**config.mk**
```make
export PLATFORM = sky130hd
export DESIGN_NAME = inv_aes_ctrl
export DESIGN_NICKNAME = d
export VERILOG_FILES = /design/src/rtl/inv_aes_ctrl.sv
export SDC_FILE = /design/constraint.sdc
export NUM_CORES = 1
export LEC_CHECK = 0
export ABC_AREA = 1
export BUFFER_PORTS_ARGS = -buffer_cell sky130_fd_sc_hd__buf_2
export CORE_AREA = 2 2 612 614
export CTS_CLUSTER_DIAMETER = 80
export DETAILED_ROUTE_END_ITERATION = 10
export DIE_AREA = 0 0 614 616
export GPL_TIMING_DRIVEN = 1
export HOLD_SLACK_MARGIN = 0.05
export SLEW_MARGIN = 15
export SYNTH_ARGS = -nofsm -noshare
export SYNTH_HDL_FRONTEND = slang
export SYNTH_SLANG_ARGS = --single-unit
```
**constraint.sdc**
```tcl
create_clock -name clk -period 38.2 [get_ports clk]
set_input_delay 9.55 -clock clk [delete_from_list [all_inputs] [get_ports clk]]
set_output_delay 9.55 -clock clk [all_outputs]
set_load 0.05 [all_outputs]
```
**src/rtl/inv_aes_ctrl.sv**
```systemverilog
// Round-robin job controller sharing one inv_aes decryption core
// among NREQ requesters, with key reuse and a completion timeout.
module inv_aes_ctrl #(
  parameter int NREQ     = 4,
  parameter int KEY_WAIT = 2,
  parameter int TIMEOUT  = 64
) (
  input  logic                clk,
  input  logic                rest,
  input  logic [NREQ-1:0]     req_valid,
  input  logic [NREQ*128-1:0] req_data,
  input  logic [NREQ*128-1:0] req_key,
  output logic [NREQ-1:0]     req_ready,
  output logic [NREQ-1:0]     rsp_valid,
  output logic [127:0]        rsp_data,
  output logic                rsp_err,
  output logic                core_start,
  output logic [127:0]        core_data,
  output logic [127:0]        core_key,
  input  logic                core_key_ready,
  input  logic                core_busy,
  input  logic                core_done,
  input  logic [127:0]        core_result,
  output logic                ctrl_busy
);

  localparam int IW = (NREQ > 1) ? $clog2(NREQ) : 1;
  localparam int TW = $clog2(TIMEOUT);
  localparam int KW = (KEY_WAIT > 0) ? $clog2(KEY_WAIT + 1) : 1;
  localparam logic [IW:0]   NQ    = (IW+1)'(NREQ);
  localparam logic [IW-1:0] LAST  = IW'(NREQ - 1);
  localparam logic [TW-1:0] T_END = TW'(TIMEOUT - 2);
  localparam logic [KW-1:0] K_END = KW'(KEY_WAIT);

  typedef enum logic [2:0] {
    IDLE,
    KEY,
    START,
    WAIT_BUSY,
    WAIT_DONE,
    RESP
  } state_t;

  state_t state;
  state_t state_nx;

  logic [IW-1:0]   rr_ptr;
  logic [IW-1:0]   g;
  logic [127:0]    data_r;
  logic [127:0]    key_r;
  logic [127:0]    last_key;
  logic            key_vld;
  logic [KW-1:0]   wcnt;
  logic [TW-1:0]   tcnt;

  logic [2*NREQ-1:0] rv2;
  logic [NREQ-1:0]   rot;
  logic [IW-1:0]     off;
  logic [IW:0]       sum;
  logic [IW-1:0]     gnt_idx;
  logic              gnt_any;
  logic [127:0]      gnt_data;
  logic [127:0]      gnt_key;

  logic key_hit;
  logic key_wait_done;
  logic tout;
  logic core_fin;

  // Rotate requests so rr_ptr sits at bit 0, then pick the lowest set bit.
  always_comb begin
    rv2     = {req_valid, req_valid} >> rr_ptr;
    rot     = rv2[NREQ-1:0];
    off     = '0;
    gnt_any = 1'b0;
    for (int k = NREQ - 1; k >= 0; k--) begin
      if (rot[k]) begin
        gnt_any = 1'b1;
        off     = IW'(k);
      end
    end
    sum     = {1'b0, rr_ptr} + {1'b0, off};
    gnt_idx = (sum >= NQ) ? IW'(sum - NQ) : sum[IW-1:0];
  end

  always_comb begin
    gnt_data = '0;
    gnt_key  = '0;
    for (int k = 0; k < NREQ; k++) begin
      if (gnt_idx == IW'(k)) begin
        gnt_data = req_data[128*k +: 128];
        gnt_key  = req_key[128*k +: 128];
      end
    end
  end

  assign key_hit       = key_vld && (key_r == last_key);
  assign key_wait_done = (wcnt >= K_END);
  // tcnt lags core_start by one cycle: T_END lands TIMEOUT-1 after it.
  assign tout          = (tcnt >= T_END);
  assign core_fin      = !core_busy && core_done;

  always_comb begin
    state_nx = state;
    unique case (state)
      IDLE: begin
        if (gnt_any) state_nx = KEY;
      end
      KEY: begin
        if (key_hit || (key_wait_done && core_key_ready))
          state_nx = START;
      end
      START: begin
        state_nx = WAIT_BUSY;
      end
      WAIT_BUSY: begin
        if (tout) state_nx = RESP;
        else if (core_busy) state_nx = WAIT_DONE;
      end
      WAIT_DONE: begin
        if (core_fin || tout) state_nx = RESP;
      end
      RESP: begin
        state_nx = IDLE;
      end
      default: begin
        state_nx = IDLE;
      end
    endcase
  end

  always_ff @(posedge clk or posedge rest) begin
    if (rest) begin
      state    <= IDLE;
      rr_ptr   <= '0;
      g        <= '0;
      data_r   <= '0;
      key_r    <= '0;
      last_key <= '0;
      key_vld  <= 1'b0;
      wcnt     <= '0;
      tcnt     <= '0;
      rsp_data <= '0;
      rsp_err  <= 1'b0;
    end else begin
      state <= state_nx;
      case (state)
        IDLE: begin
          if (gnt_any) begin
            g      <= gnt_idx;
            data_r <= gnt_data;
            key_r  <= gnt_key;
            wcnt   <= '0;
          end
        end
        KEY: begin
          if (!key_hit) begin
            if (!key_wait_done) begin
              wcnt <= wcnt + KW'(1);
            end else if (core_key_ready) begin
              last_key <= key_r;
              key_vld  <= 1'b1;
            end
          end
        end
        START: begin
          tcnt <= '0;
        end
        WAIT_BUSY, WAIT_DONE: begin
          if (state == WAIT_DONE && core_fin) begin
            rsp_data <= core_result;
            rsp_err  <= 1'b0;
          end else if (tout) begin
            rsp_data <= '0;
            rsp_err  <= 1'b1;
            key_vld  <= 1'b0;
          end else begin
            tcnt <= tcnt + TW'(1);
          end
        end
        RESP: begin
          rr_ptr <= (g == LAST) ? '0 : g + IW'(1);
        end
        default: begin
        end
      endcase
    end
  end

  assign core_start = (state == START);
  assign core_data  = data_r;
  assign core_key   = key_r;
  assign ctrl_busy  = (state != IDLE);
  assign req_ready  = (state == IDLE && gnt_any && !rest)
                    ? (NREQ'(1) << gnt_idx) : '0;
  assign rsp_valid  = (state == RESP) ? (NREQ'(1) << g) : '0;

endmodule

```
# Word-level counts from Yosys, hierarchy flattened
# Cells that the tools add are included.
word_totals:
  regBits: 529
  inputBits: 1161
  out_inout_bits: 395
classes:
  n_addsub: 5
  order_cmp: 3
  eq_ne: 21
  shifts: 3
  muxes: 43
  bitwise_logic: 1
  n_reduce_logical: 25
ops:
  columns: ["op", "count"]
  rows:
  - ["128-bit two-way mux", 10]
  - ["128-bit == test", 1]
  - ["2-bit != test (second input constant)", 10]
  - ["2-bit two-way mux", 9]
  - ["3-bit two-way mux", 5]
  - ["3-bit case mux with 5 select lines", 1]
  - ["6-bit two-way mux", 2]
  - ["6-bit case mux with 2 select lines", 1]
  - ["4-bit AND reduction", 3]
  - ["1-bit two-way mux", 11]
  - ["4-bit two-way mux", 2]
  - ["2-bit nonzero test", 4]
  - ["1-bit by 2-bit << shifter with 4-bit output (first input constant)", 2]
  - ["8-bit by 2-bit >> shifter with 4-bit output", 1]
  - ["6-bit by 1-bit adder with 6-bit output (second input constant)", 1]
  - ["2-bit == test (second input constant)", 3]
  - ["3-bit by 2-bit == test with 1-bit output (second input constant)", 2]
  - ["3-bit == test (second input constant)", 2]
  - ["6-bit >= comparator (second input constant)", 1]
  - ["1-bit logical AND", 6]
  - ["6-bit AND reduction", 1]
  - ["2-bit by 1-bit adder with 2-bit output (second input constant)", 2]
  - ["2-bit case mux with 2 select lines", 1]
  - ["2-bit AND reduction", 2]
  - ["other kinds (16)", 18]

# Depth between registers and ports, before layout
# Gate-level depths: netlist of the first run.
logic_depth:
  depth_word: 13
  mapped_depth: 20
  depth_no_buf: 17

# Worst setup path before layout of the first run
# No wires, ideal clock.
synth_timing:
  path_kind: "input port to output port"
  startpoint: "input rest"
  endpoint: "output req_ready[0]"
  arrival_ns: 23.232
  path_slack_ns: 5.418
  path_stages: 3
  cell_sequence: "inv_1 > nand2_1 > nor3_1"
synth_between:
  elab_chain_cells: 3
synth_rtl:
  columns: ["item", "line_no", "text"]
  rows:
  - ["start: declaration", "9", "input logic rest,"]
  - ["1-bit logical NOT", "194", "assign req_ready = (state == IDLE && gnt_any && !rest)"]
  - ["1-bit logical AND", "194", null]
  - ["4-bit two-way mux", "195", "? (NREQ'(1) << gnt_idx) : '0;"]
  - ["end: declaration", "13", "output logic [NREQ-1:0] req_ready,"]
# Every way passes these cells.

# Worst setup path after layout of the first run
layout_timing:
  startpoint: "input req_valid[0]"
  endpoint: "output req_ready[2]"
layout_between:
  elab_chain_cells: 10
  word_cells_on_any_way: 17
  cone_classes: "add/sub: 2; order compare: 1; shift: 2; mux: 10; reduce/logical: 2"
layout_rtl:
  columns: ["item", "line_no", "text"]
  rows:
  - ["start: declaration", "10", "input logic [NREQ-1:0] req_valid,"]
  - ["8-bit by 2-bit >> shifter with 4-bit output *", "72", "rv2 = {req_valid, req_valid} >> rr_ptr;"]
  - ["2-bit two-way mux (4 in a row)", "77", "if (rot[k]) begin"]
  - ["2-bit by 2-bit adder with 3-bit output", "82", "sum = {1'b0, rr_ptr} + {1'b0, off};"]
  - ["3-bit >= comparator / 2-bit by 1-bit subtractor with 2-bit output (equally long branches)", "83", "gnt_idx = (sum >= NQ) ? IW'(sum - NQ) : sum[IW-1:0];"]
  - ["2-bit two-way mux", "83", null]
  - ["1-bit by 2-bit << shifter with 4-bit output", "195", null]
  - ["4-bit two-way mux *", "195", null]
# Mark *: on every way between the ends. The rest lies on a longest branch, timed or not.

==> flow_summary.yaml, run 1 <==
placement:
  io_buffers: 1555
  post-dp-hpwl_mm: 270
  place.gp.congestion: 0.983
drt:
  avgRoutedWirePerCell_um: 28.9
  dr.pass1.iters: 6
  ant_nets: 0
  drt_iter0_markers: 3459
  viasPerCell: 3.48
  drc: 0
  routed_wl_mm: 316
  vias: 38000
synth:
  syn_nets: 5436
  synth_top_cell_by_area: "dfrtp_1"
  synthCells: 4267
  yosysWarnings: 0
  yosysTopAreaCellShare: 0.441
  synth_area_leaders: "dfrtp_1, nand2_1, o21ai_0"
  synth.distinct_cells: 37
  syn_area_per_cell_um2: 7.04
  ys_seq_area_frac: 0.441
  ys_ff_latch: 529
  syn-cell-area_um2: 30000
sta:
  grt_setup_unrepaired: "false"
  worst_slew_pin_slew_ns: 1.10
  totalNegativeSetupSlack_ns: 0
  slew_violations: 0
  setup_viol: 0
  period_share: 0.594
  max_freq_mhz: 44.1
  slew_headroom: 0.257
  finClkSkew_ns: 0.112
  hold_viol: 0
  period_needed_ns: 22.69
global_route:
  grt_max_degree: 176
  met3_usage: 0.0756
  antenna_found_initial: 358
  met2_usage: 0.261
  grt_pass1_vias: 35100
  gr-max-usage-layer: "met2"
  grt_use_total: 0.160
  grt_first_pass_wirelength_mm: 390
  grt-ovfl-total: 0
  use_met1: 0.179
setup_path:
  endpoint_kind: "output port"
  startpoint_type: "input pin"
  cp_cell_sequence: "buf_2, nand2_1, and2_1, nand2_1, o21ai_1, inv_1, nand2_1, a21boi_0, ha_4, xor2_1, nand3b_1, nand2_4, buf_4, inv_8, nor3_1, buf_2"
  crit_path_frequent_cell: "nand2_1"
  regToRegSetupSlack_ns: 31.93
  critPathArrivalTime_ns: 13.14
  crit_family: "simple AND/OR/NAND/NOR gates"
  slowest_delay_ns: 0.63
  required_ns: 28.65
  path_buf_inv: 5
  path_class: "input pin to output port"
  crit_slowest_cell: "buf_4"
  critPathMaxFanout: 61
clock_network:
  ctsResizeCount: 0
  cts_buffer_depth: 4
  cts_sinks: 529
  cts_tree: "yes"
  numCtsBuffers: 84
  cts_setup_buffers: 0
  ctsHoldBuffers: 0
  cts.clk_slew.worst_paths_ns: 0.04
  cts_max_level: 3
  clk_latency_ns: 0.84
  cts_root_buffer: "clkbuf_16"
floorplan:
  ios: 1556
  die_w_um: 614
  dieArea_um2: 378000
  coreArea_um2: 371000
  start_util: 0.0808
  die_h_um: 616
  row_count: 224
cells_and_area:
  final_nets: 6848
  drive_gt1_frac: 0.306
  syn2layout_area_growth_pct: 54.7
pwr:
  ir_drop_mv: 0.0643
  power.leakage_nw: 23.9
  p_per_area_nw_per_um2: 128
  power_w: 0.00595
status:
  status: "finished clean"
job:
  cap_viol_max_count: 0
hold_path:
  hp-class: "flop to flop"
-- tightest hold or removal path, delay by kind of cell, from the launching register on --
family / cells / cell delay, ns
and+or+nand+nor: 2 / 0.11
DFF: 1 / 0.33
-- final timing paths --
path,end,depth (start not counted),startpoint
setup / recovery,req_ready[2],16,req_valid[0]
hold / removal,core_data[43],2,core_data[43]
setup reg to reg,core_key[21],19,rr_ptr[0]
hold reg to reg,core_data[43],2,core_data[43]
max in group asynchronous,core_data[8],5,rest
min in group asynchronous,g[0],2,rest
-- through the flow --
stage | std cells | setup slack, ns | utilization | hold slack, ns | instance area [µm²]
final | 10900 | 15.51 | 0.125 | 0.473 | 46400
after global routing | 10800 | 15.16 | 0.124 | 0.488 | 46200
after CTS | 10700 | 15.30 | 0.124 | 0.473 | 45900
after detailed placement | 10600 | 15.30 | 0.117 | 0.459 | 43300
after global placement | 10600 | 15.22 | 0.117 | 0.457 | 43300
after floorplan | 4267 | 5.42 | - | 0.442 | 30000
-- power breakdown --
group          switching (W)  total [W]  internal, W  leakage (nW)
clock network       0.000330   0.000779     0.000449          1.31
registers           0.000245    0.00107     0.000826          6.67
logic                0.00319    0.00410     0.000909          16.0
-- cell type report --
class | count | area (µm²)
diodes | 196 | 490
flip-flops and latches | 529 | 13200
inverters | 512 | 1950
clock buffers | 112 | 2310
repair buffers | 1608 | 8210
well taps | 4972 | 6220
multi-input cells | 2944 | 13600
fillers | 43400 | 325000
clock inverters | 35 | 367
-- cell usage in the layout (no fill, tap or decap), drive strengths merged, types with 2 or more instances in the layout --
cell type,count
a21oi,5
a22o,128
and2,2
buf,1608
bufinv,3
clkbuf,112
clkinv,18
clkinvlp,3
dfrtp,529
diode,196
ha,8
inv,523
nand2,1449
nand3,534
nand4,10
nor2,75
nor3,13
o21ai,665
o22ai,4
or2,4
xnor2,21
xor2,18
-- flip-flops by register name, summed over array words and instances, names as in the netlist --
| name | flops |
|---|---|
| key_vld | 1 |
| tcnt | 6 |
| g | 2 |
| rsp_err | 1 |
| core_data | 128 |
| state | 3 |
| rsp_data | 128 |
| core_key | 128 |
| wcnt | 2 |
| rr_ptr | 2 |
| last_key | 128 |
-- synthesized netlist by cell type, drive strengths merged --
library cell	instances
o21ai	665
inv	510
nand3b	1
o2111ai	1
a22o	128
dfrtp	529
xnor2	21
buf	118
o31ai	1
nand4	10
o311ai	1
ha	8
nand2	1449
clkbuf	164
nor2	75
o22ai	4
and2	2
xor2	18
nand3	534
clkinv	2
and3	1
o22a	1
nor3	13
a21oi	5
or2	4
a22oi	1
a21boi	1
-- routing by layer --
layer  routed length, µm  share of wire
met1              117000           0.37
met2              144000           0.46
met3               38500           0.12
met4               14900          0.047
met5                 736         0.0023
-- kinds of logic after synthesis --
family | share of synthesized area
compound gates | 0.152
xor+xnor | 0.0114
fa+ha+maj | 0.00333
buf+inv | 0.107
flops | 0.441
simple gates | 0.286
No activity file was read; power rests on OpenSTA's default activity.
==> run 2, diff against run 1 <==
==> constraint.sdc (replaced) <==
create_clock -name clk -period 22.1 [get_ports clk]
set_input_delay 5.525 -clock clk [delete_from_list [all_inputs] [get_ports clk]]
set_output_delay 5.525 -clock clk [all_outputs]
set_load 0.05 [all_outputs]
==> run 2 against run 1 <==
  * Clock-buffer cell count shrank 1
  * Sequential cell count is the same
  * Via count grew 0.39%
  * Largest cell class unchanged
  * Critical endpoint is now req_ready[0]
  * Largest power group unchanged
  * Core utilization grew 0.074 points
==> flow_summary.yaml, run 2 (synthesis results as in run 1) <==
global_route:
  grt_pass1_vias: 35000
  gr-max-usage-layer: "met2"
  met2_usage: 0.260
  met3_usage: 0.0853
  antenna_found_initial: 382
  use_met1: 0.169
  grt_first_pass_wirelength_mm: 386
  grt_max_degree: 191
  grt-ovfl-total: 0
  grt_use_total: 0.158
pwr:
  power_w: 0.0102
  power.leakage_nw: 24.1
  p_per_area_nw_per_um2: 219
  ir_drop_mv: 0.147
setup_path:
  rr_worst_depth: 19
  path_buf_inv: 4
  endpoint_kind: "output port"
  cp_cell_sequence: "buf_2, nand2_1, and2_1, nand2_1, o21ai_1, inv_1, nand2_1, a21boi_0, ha_4, xor2_1, nand3b_1, nand2_4, buf_4, nor3_1, buf_2"
  slowest_delay_ns: 0.59
  crit_path_frequent_cell: "nand2_1"
  r2r-start: "rr_ptr[0]"
  regToRegSetupSlack_ns: 16.54
  cp-startpoint: "req_valid[3]"
  startpoint_type: "input pin"
  critPathMaxFanout: 54
  reg2reg_to: "core_key[127]"
  crit_slowest_cell: "buf_4"
  path_class: "input pin to output port"
  crit_family: "simple AND/OR/NAND/NOR gates"
  critPathArrivalTime_ns: 8.48
  required_ns: 16.58
hold_path:
  hp-class: "flop to flop"
  hold_depth: 2
  hold_path_startpoint: "core_data[109]"
  whs_endpoint: "core_data[109]"
sta:
  totalNegativeSetupSlack_ns: 0
  setup_viol: 0
  finClkSkew_ns: 0.0921
  slew_violations: 0
  hold_viol: 0
  worst_slew_pin_slew_ns: 1.02
  hold_slack_ns: 0.473
  grt_setup_unrepaired: "false"
  slew_headroom: 0.321
  max_freq_mhz: 71.4
  period_needed_ns: 14.01
  period_share: 0.634
drt:
  drt_iter0_markers: 3399
  avgRoutedWirePerCell_um: 28.6
  ant_nets: 0
  dr.pass1.iters: 5
  viasPerCell: 3.49
  routed_wl_mm: 313
  drc: 0
  vias: 38100
clock_network:
  cts_tree: "yes"
  ctsResizeCount: 0
  cts_setup_buffers: 0
  numCtsBuffers: 88
  cts.clk_slew.worst_paths_ns: 0.06
  cts_root_buffer: "clkbuf_16"
  cts_max_level: 3
  ctsHoldBuffers: 0
  cts_buffer_depth: 4
  cts_sinks: 529
  clk_latency_ns: 0.81
cells_and_area:
  area.sequential_um2: 13200
  mostFrequentLayoutCells: "buf_2, nand2_1, o21ai_0"
  multi_input_area_um2: 13600
  final_nets: 6852
  syn2layout_area_growth_pct: 55.6
  mostFrequentLayoutCell: "buf_2"
  drive_gt1_frac: 0.308
  n_fill_cell: 43400
placement:
  post-dp-hpwl_mm: 269
  place.gp.congestion: 0.978
  io_buffers: 1555
floorplan:
  die_h_um: 616
  ios: 1556
  dieArea_um2: 378000
  start_util: 0.0808
  die_w_um: 614
  row_count: 224
  coreArea_um2: 371000
status:
  status: "finished clean"
job:
  cap_viol_max_count: 0
==> run 2: worst max-delay path by stage <==
stage	depth (start not counted)	slack [ns]	to
global placement	15	7.97	req_ready[0]
CTS	15	8.06	req_ready[0]
floorplan	3	2.10	req_ready[0]
finish	15	8.09	req_ready[0]
detailed placement	15	8.06	req_ready[0]
global route	15	7.86	req_ready[0]
==> run 2: cell type report <==
cell class,instances,share of cell area
Tap cell,4972,0.133
Clock buffer,111,0.0520
Multi-Input combinational cell,2944,0.292
Sequential cell,529,0.283
Inverter,512,0.0417
Clock inverter,44,0.0107
Antenna cell,205,0.0110
Timing Repair Buffer,1608,0.176
==> run 2: metrics by stage <==
stage / util / area, µm² / std cells / setup slack (ns)
after global routing: 0.125 / 46500 / 10800 / 7.86
after floorplan: - / 30000 / 4267 / 2.10
after detailed placement: 0.116 / 43300 / 10600 / 8.06
final: 0.126 / 46700 / 10900 / 8.09
after CTS: 0.124 / 46200 / 10700 / 8.06
after global placement: 0.116 / 43300 / 10600 / 7.97
==> run 2: power by group <==
group	switching, W	internal, W	total [W]
sequential	0.000431	0.00143	0.00186
combinational	0.00534	0.00156	0.00690
clock	0.000590	0.000867	0.00146
==> run 2: layer usage <==
metal	wire, µm	up-vias
met2	144000	2333
met1	109000	18000
met4	15300	112
li1	-	16800
met3	43400	875
met5	781	-
==> run 2: worst register-to-register path, delay by kind of cell (launching register included) <==
family	cells	cell delay (ns)
flops	1	0.50
simple gates	11	2.04
compound gates	2	0.44
fa+ha+maj	1	0.18
xor+xnor	1	0.17
buf+inv	4	2.15
